[config.mk]
export PLATFORM = sky130hd
export DESIGN_NAME = tt_selftest_harness
export DESIGN_NICKNAME = d
export VERILOG_FILES = /design/src/rtl/tt_selftest_harness.sv
export SDC_FILE = /design/constraint.sdc
export NUM_CORES = 1
export LEC_CHECK = 0
export CAP_MARGIN = 10
export CORE_MARGIN = 4
export CORE_UTILIZATION = 35
export CTS_BUF_LIST = sky130_fd_sc_hd__clkbuf_16
export CTS_CLUSTER_SIZE = 16
export DETAILED_ROUTE_END_ITERATION = 8
export PLACE_DENSITY = 0.53
export REMOVE_ABC_BUFFERS = 1
export SETUP_SLACK_MARGIN = 0.02
export SYNTH_ARGS = -nofsm -noshare
export SYNTH_HDL_FRONTEND = slang
export SYNTH_SLANG_ARGS = --single-unit
export TNS_END_PERCENT = 50
[constraint.sdc]
create_clock -name clk -period 4.3 [get_ports clk]
set_input_delay 1.29 -clock clk [delete_from_list [all_inputs] [get_ports clk]]
set_output_delay 1.29 -clock clk [all_outputs]
set_load 0.03 [all_outputs]
[src/rtl/tt_selftest_harness.sv]
// tt_selftest_harness
//   On-chip self-test harness for a tt_um_* style user project. It sequences
//   the project's reset, drives pseudo-random vectors from a 16-bit Fibonacci
//   LFSR onto the project inputs, compacts the project outputs into a 16-bit
//   MISR signature and reports pass/fail against a golden signature.
//
//   Sequence: IDLE -> RESET_HOLD (RST_CYCLES) -> RUN (VEC_COUNT) -> DONE.
//
// Parameters
//   UI_W        width of the driven project input bus (1..16)
//   UO_W        width of the sampled project output bus (1..16)
//   RST_CYCLES  cycles dut_rst_n is held low before vectors (>=1)
//   VEC_COUNT   number of vector cycles in RUN (>=1)
//   SEED        LFSR start value (nonzero)
//   GOLDEN      expected final MISR signature
//
// Ports
//   clk         clock, all logic on rising edge
//   rst_n       synchronous reset, active low
//   start       one-cycle request, honoured only in IDLE or DONE
//   seed_in     (only with SELFTEST_SEED_PORT_EN) run seed, 0 selects SEED
//   busy        high during RESET_HOLD and RUN
//   done        high in DONE until the next start or reset
//   pass        valid while done: signature == GOLDEN
//   signature   current MISR value
//   dut_rst_n   reset to the project
//   dut_ui_in   stimulus to the project
//   dut_uo_out  response from the project
//
// Configuration
//   SELFTEST_SEED_PORT_EN  when defined adds seed_in; sampled on an accepted
//                          start and used instead of SEED (zero falls back to
//                          SEED so the LFSR can never lock up).
//
// All outputs are registered.

module tt_selftest_harness #(
  parameter int          UI_W       = 8,
  parameter int          UO_W       = 8,
  parameter int          RST_CYCLES = 5,
  parameter int          VEC_COUNT  = 256,
  parameter logic [15:0] SEED       = 16'hACE1,
  parameter logic [15:0] GOLDEN     = 16'h0000
) (
  input  logic            clk,
  input  logic            rst_n,
  input  logic            start,
`ifdef SELFTEST_SEED_PORT_EN
  input  logic [15:0]     seed_in,
`endif
  output logic            busy,
  output logic            done,
  output logic            pass,
  output logic [15:0]     signature,
  output logic            dut_rst_n,
  output logic [UI_W-1:0] dut_ui_in,
  input  logic [UO_W-1:0] dut_uo_out
);

  // Counters are sized to hold the parameter value itself, so a count of
  // exactly 2^n never wraps.
  localparam int RW = $clog2(RST_CYCLES + 1);
  localparam int VW = $clog2(VEC_COUNT + 1);
  localparam logic [RW-1:0] RST_LAST = RW'(RST_CYCLES - 1);
  localparam logic [VW-1:0] VEC_LAST = VW'(VEC_COUNT - 1);

  typedef enum logic [1:0] {
    ST_IDLE       = 2'd0,
    ST_RESET_HOLD = 2'd1,
    ST_RUN        = 2'd2,
    ST_DONE       = 2'd3
  } state_t;

  state_t          state, state_d;
  logic [15:0]     lfsr, lfsr_d;
  logic [15:0]     sig, sig_d;
  logic [RW-1:0]   rst_cnt, rst_cnt_d;
  logic [VW-1:0]   vec_cnt, vec_cnt_d;
  logic            busy_d, done_d, pass_d, dut_rst_n_d;
  logic [UI_W-1:0] dut_ui_in_d;
  logic [15:0]     uo_ext;
  logic [15:0]     start_seed;

  function automatic logic [15:0] lfsr_step(input logic [15:0] v);
    return {v[14:0], v[15] ^ v[13] ^ v[12] ^ v[10]};
  endfunction

  function automatic logic [15:0] misr_step(input logic [15:0] s,
                                            input logic [15:0] d);
    return {s[14:0], s[15] ^ s[13] ^ s[12] ^ s[10]} ^ d;
  endfunction

  always_comb begin
    uo_ext             = '0;
    uo_ext[UO_W-1:0]   = dut_uo_out;
  end

`ifdef SELFTEST_SEED_PORT_EN
  // A zero seed would freeze the LFSR, so it selects the built-in seed.
  assign start_seed = (seed_in == 16'h0000) ? SEED : seed_in;
`else
  assign start_seed = SEED;
`endif

  assign signature = sig;

  always_comb begin
    state_d     = state;
    lfsr_d      = lfsr;
    sig_d       = sig;
    rst_cnt_d   = rst_cnt;
    vec_cnt_d   = vec_cnt;
    busy_d      = busy;
    done_d      = done;
    pass_d      = pass;
    dut_rst_n_d = dut_rst_n;
    dut_ui_in_d = dut_ui_in;

    case (state)
      ST_IDLE, ST_DONE: begin
        dut_rst_n_d = 1'b1;
        dut_ui_in_d = '0;
        if (start) begin
          state_d     = ST_RESET_HOLD;
          lfsr_d      = start_seed;
          sig_d       = '0;
          rst_cnt_d   = '0;
          vec_cnt_d   = '0;
          busy_d      = 1'b1;
          done_d      = 1'b0;
          pass_d      = 1'b0;
          dut_rst_n_d = 1'b0;
        end
      end

      ST_RESET_HOLD: begin
        dut_rst_n_d = 1'b0;
        dut_ui_in_d = '0;
        if (rst_cnt == RST_LAST) begin
          // Leaving reset hold presents the first vector in the same edge,
          // so the project sees it on its first cycle out of reset.
          state_d     = ST_RUN;
          dut_rst_n_d = 1'b1;
          dut_ui_in_d = lfsr[UI_W-1:0];
          lfsr_d      = lfsr_step(lfsr);
        end else begin
          rst_cnt_d = rst_cnt + RW'(1);
        end
      end

      ST_RUN: begin
        // The response to the vector presented this cycle is compacted at
        // the closing edge; the last edge also settles the verdict.
        sig_d = misr_step(sig, uo_ext);
        if (vec_cnt == VEC_LAST) begin
          state_d     = ST_DONE;
          busy_d      = 1'b0;
          done_d      = 1'b1;
          pass_d      = (sig_d == GOLDEN);
          dut_ui_in_d = '0;
        end else begin
          vec_cnt_d   = vec_cnt + VW'(1);
          dut_ui_in_d = lfsr[UI_W-1:0];
          lfsr_d      = lfsr_step(lfsr);
        end
      end

      default: state_d = ST_IDLE;
    endcase
  end

  always_ff @(posedge clk) begin
    if (!rst_n) begin
      state     <= ST_IDLE;
      lfsr      <= SEED;
      sig       <= '0;
      rst_cnt   <= '0;
      vec_cnt   <= '0;
      busy      <= 1'b0;
      done      <= 1'b0;
      pass      <= 1'b0;
      dut_rst_n <= 1'b0;
      dut_ui_in <= '0;
    end else begin
      state     <= state_d;
      lfsr      <= lfsr_d;
      sig       <= sig_d;
      rst_cnt   <= rst_cnt_d;
      vec_cnt   <= vec_cnt_d;
      busy      <= busy_d;
      done      <= done_d;
      pass      <= pass_d;
      dut_rst_n <= dut_rst_n_d;
      dut_ui_in <= dut_ui_in_d;
    end
  end

endmodule
# Word-level counts from Yosys, hierarchy flattened
# Cells that the tools add are included.
[op_classes]
addsub = 2
eq_ne = 10
n_mux = 30
bitwise = 7
reduce_logical = 11
[op_table]
columns = ["op", "n"]
rows = [
  ["2-to-1 mux 16 bit", 4],
  ["case mux 16 bit (3 select lines)", 1],
  ["case mux 16 bit (2 select lines)", 1],
  ["case mux 8 bit (3 select lines)", 1],
  ["2-to-1 mux 9 bit", 2],
  ["case mux 9 bit (2 select lines)", 1],
  ["logical NOT 16 bit", 1],
  ["2-to-1 mux 8 bit", 2],
  ["bitwise XOR 16 x 8 -> 16 bit", 1],
  ["AND reduction 3 bit", 5],
  ["inequality test 2 bit, second input constant", 5],
  ["adder 9 x 1 -> 9 bit, second input constant", 1],
  ["equality test 9 x 8 -> 1 bit, second input constant", 1],
  ["case mux 1 bit (2 select lines)", 4],
  ["2-to-1 mux 1 bit", 7],
  ["2-to-1 mux 2 bit", 3],
  ["2-to-1 mux 3 bit", 2],
  ["case mux 2 bit (3 select lines)", 1],
  ["case mux 3 bit (2 select lines)", 1],
  ["bitwise XOR 1 bit", 6],
  ["equality test 2 bit, second input constant", 2],
  ["nonzero test 2 bit", 2],
  ["adder 3 x 1 -> 3 bit, second input constant", 1],
  ["equality test 3 bit, second input constant", 1],
  ["other kinds (4)", 4],
]
[totals]
regBits = 58
input_bits = 11
out_inout_bits = 28
elab_cells = 70

# Logic depth before layout (Yosys ltp)
[logic_depth]
ltp_word = 7
ltp_mapped = 9
depth_no_buf = 8

# Worst setup path before layout
# No wires, ideal clock.
[synth_path]
path_kind = "input to register"
startpoint = "in start"
endpoint = "reg sig[13] (netlist: signature[13])"
setup_time_ns = 0.128
t_arrival_ns = 2.131
t_required_ns = 4.172
slack_ns = 2.041
stages = 6
cell_sequence = "nand2b_2 > and2_1 > buf_2 > buf_2 > a22oi_1 > nor2_1"
[synth_between]
elab_chain_len = 2
[synth_rtl]
columns = ["item", "line", "text"]
rows = [
  ["from (decl)", "47", "input logic start,"],
  ["inequality test 2 bit (no source line)", "-", ""],
  ["AND reduction 2 bit (no source line)", "-", ""],
  ["to (signal assigned)", "187", "sig <= sig_d;"],
  ["to (decl)", "76", "logic [15:0] sig, sig_d;"],
]
# Every way passes these cells.
# A chain may end at the register's enable or synchronous reset.

# Final worst setup path
[layout_path]
startpoint = "in start"
endpoint = "reg sig[14] (netlist: signature[14])"
# The elaborated chain is that of the path after synthesis.

==> qor.yml <==
setup_violations: 0
antennaDiodeCount: 0
ant_nets: 0
layout.cells.most_common: "dfxtp_1"
cts_tree: "built"
critPathRequiredTime_ns: 4.56
clk_latency_ns: 0.32
yosys.area_share.adder: 0.03994
hold_viol_final: 0
crit_path_max_incr_delay_ns: 0.61
numCtsBuffers: 9
cts_resized: 0
via_per_inst: 4.946
finalMaxSlewViolations: 0
initial_core_util: 0.3648
globalRouteMet3Util: 0.04630
grt_pass1_vias: 1990
ctsHoldBuffers: 0
grt_overflow: 0
top_usage_layer: "met2"
grt_start_max_net_pins: 28
synth_compound_area_frac: 0.1697
clock_skew_ns: 0.005333
grt_use_met2: 0.2036
grt_antenna_before_repair: 0
cap_violations: 0
period_share: 0.6546
clock-sinks: 58
synth_top_family_by_area: "simple AND/OR/NAND/NOR gates"
first_pass_iters: 4
syn_to_final_growth_pct: 28.96
fp.coreArea_um2: 6869
route.detailed.drc: 0
status: "finished clean"
fin_crit_ns: 2.815
synth.mux.area_fraction: 0.003994
gp_congestion: 0.7530
slew-limit-headroom: 0.3877
wire_per_inst_um: 13.50
ys_seq_elements: 58
final_area_um2: 3232
syn_area_per_cell_um2: 9.214
peakVddDrop_v: 0.0002672
worst_pin_slew_ns: 0.9184
arrival_ns: 3.07
root_buffer: "clkbuf_16"
seq_area_frac_synth: 0.4633
die_area_um2: 8578
final_cell_mix: "58 x dfxtp_1, 38 x clkdlybuf4s50_1, 34 x nor2_1, 18 x a21oi_1, 15 x a22oi_1"
hold_path_class: "reg2reg"
rows: 30
post_cts_buffers: 0
met1_usage: 0.1860
nets: 328
max_freq_mhz: 355.3
synth-xor-area-share: 0.05941
cts.path.max_buffers: 2
path_cells: "clkdlybuf4s50_1 -> nand2b_2 -> and2_1 -> a22oi_1 -> nor2_1"
place_area_um2: 2945
ys.flop_type: "dfxtp_1"
leakagePower_nw: 1.159
netlist_instances: 272
path_class: "in2reg"
synth.distinct_cells: 46
htree_levels: 3
power_density_nw_per_um2: 627.2
portBuffers: 38
track_usage: 0.1409
ys_async_sr_fraction: 0
synth_area_um2: 2506
grt_first_pass_wirelength_mm: 9.577
synth_edf_count: 0
critical_path.startpoint_type: "input port"
slowest_stage: "and2_1"
routed_wl_mm: 5.533
dp_cells: 394
fp.dieW_um: 92.62
dp_hpwl_mm: 3.659
drt-initial-drc-count: 77
route.vias.total: 2028
clk_pin_slew_ns: 0.05
worst_setup_path_end_kind: "flip-flop"
drive_gt1_frac: 0.07643
die_h_um: 92.62
holdWs_ns: 0.4565
synth-simple-area-share: 0.2167
fin_cells: 410
crit_fanout: 18
rsz0062_at_grt: "no"
fillers: 672
tns_ns: 0
synth_warnings: 0
ioPinCount: 39
## per-layer routing
layer / up-vias / share of wire / routed length, um
met5: - / 0 / 0
met4: 0 / 0.012 / 68
met1: 942 / 0.50 / 2792
met2: 43 / 0.42 / 2347
met3: 8 / 0.059 / 324
li1: 1035 / - / -
## final cells by class
cell class              instances  area [um2]  area share
well taps                      96       120.1     0.03717
clock inverters                 7       61.31     0.01897
multi-input cells             190        1227      0.3798
flip-flops and latches         58        1161      0.3593
repair buffers                 41       402.9      0.1247
clock buffers                   9       225.2     0.06969
inverters                       9       33.78     0.01045
## worst max-delay path, delay by kind of cell
kind | cells | cell delay (ns)
AO/OA/AOI/OAI | 1 | 0.19
buffers and inverters | 1 | 0.55
AND/OR/NAND/NOR | 3 | 1.04
## through the flow
stage / util / power [mW] / setup slack (ns)
2_1_floorplan: - / 1.160 / 1.637
3_3_place_gp: 0.4288 / 1.362 / 1.195
3_5_place_dp: 0.4288 / 1.357 / 1.155
4_1_cts: 0.4705 / 2.049 / 1.488
5_1_grt: 0.4705 / 2.157 / 1.316
6_report: 0.4705 / 2.027 / 1.485
## sequential cells by signal, indices dropped and copies added, names as in the netlist
register   count
rst_cnt        3
dut_rst_n      1
lfsr          16
busy           1
pass           1
signature     16
state          2
vec_cnt        9
done           1
dut_ui_in      8
## path summary, 6_finish.rpt
kind / start / end / slack (ns) / depth (start not counted)
setup / recovery: start / signature[14] / 1.49 / 5
hold / removal: lfsr[14] / lfsr[14] / 0.46 / 2
setup reg to reg: state[0] / signature[13] / 1.65 / 6
hold reg to reg: lfsr[14] / lfsr[14] / 0.46 / 2
## power breakdown
| group | internal, mW | switching [mW] | total (mW) |
|---|---|---|---|
| sequential | 0.614 | 0.0544 | 0.669 |
| combinational | 0.247 | 0.425 | 0.673 |
| clock | 0.440 | 0.245 | 0.685 |
| total | 1.30 | 0.725 | 2.03 |
## cells by family after synthesis
| family | Yosys count |
|---|---|
| AND/OR/NAND/NOR | 102 |
| AO/OA/AOI/OAI | 62 |
| flip-flops | 58 |
| buffers and inverters | 24 |
| XOR/XNOR | 17 |
| adder cells (fa/ha/maj) | 8 |
| multiplexers | 1 |
## cells in the mapped netlist, types with 4 or more instances
| library cell | number | area (um2) |
|---|---|---|
| clkbuf_1 | 6 | 22.52 |
| ha_1 | 8 | 100.1 |
| nand3b_1 | 8 | 60.06 |
| nand2_1 | 13 | 48.80 |
| nand4_1 | 4 | 25.02 |
| dfxtp_1 | 58 | 1161 |
| nor2_1 | 34 | 127.6 |
| buf_2 | 4 | 20.02 |
| a22oi_1 | 15 | 112.6 |
| and2_1 | 10 | 62.56 |
| inv_1 | 9 | 33.78 |
| xnor2_1 | 7 | 61.31 |
| o21ai_1 | 11 | 55.05 |
| nor3_1 | 11 | 55.05 |
| xor2_1 | 10 | 87.58 |
| a21oi_1 | 18 | 90.09 |
(Power assumes the default switching activity.)
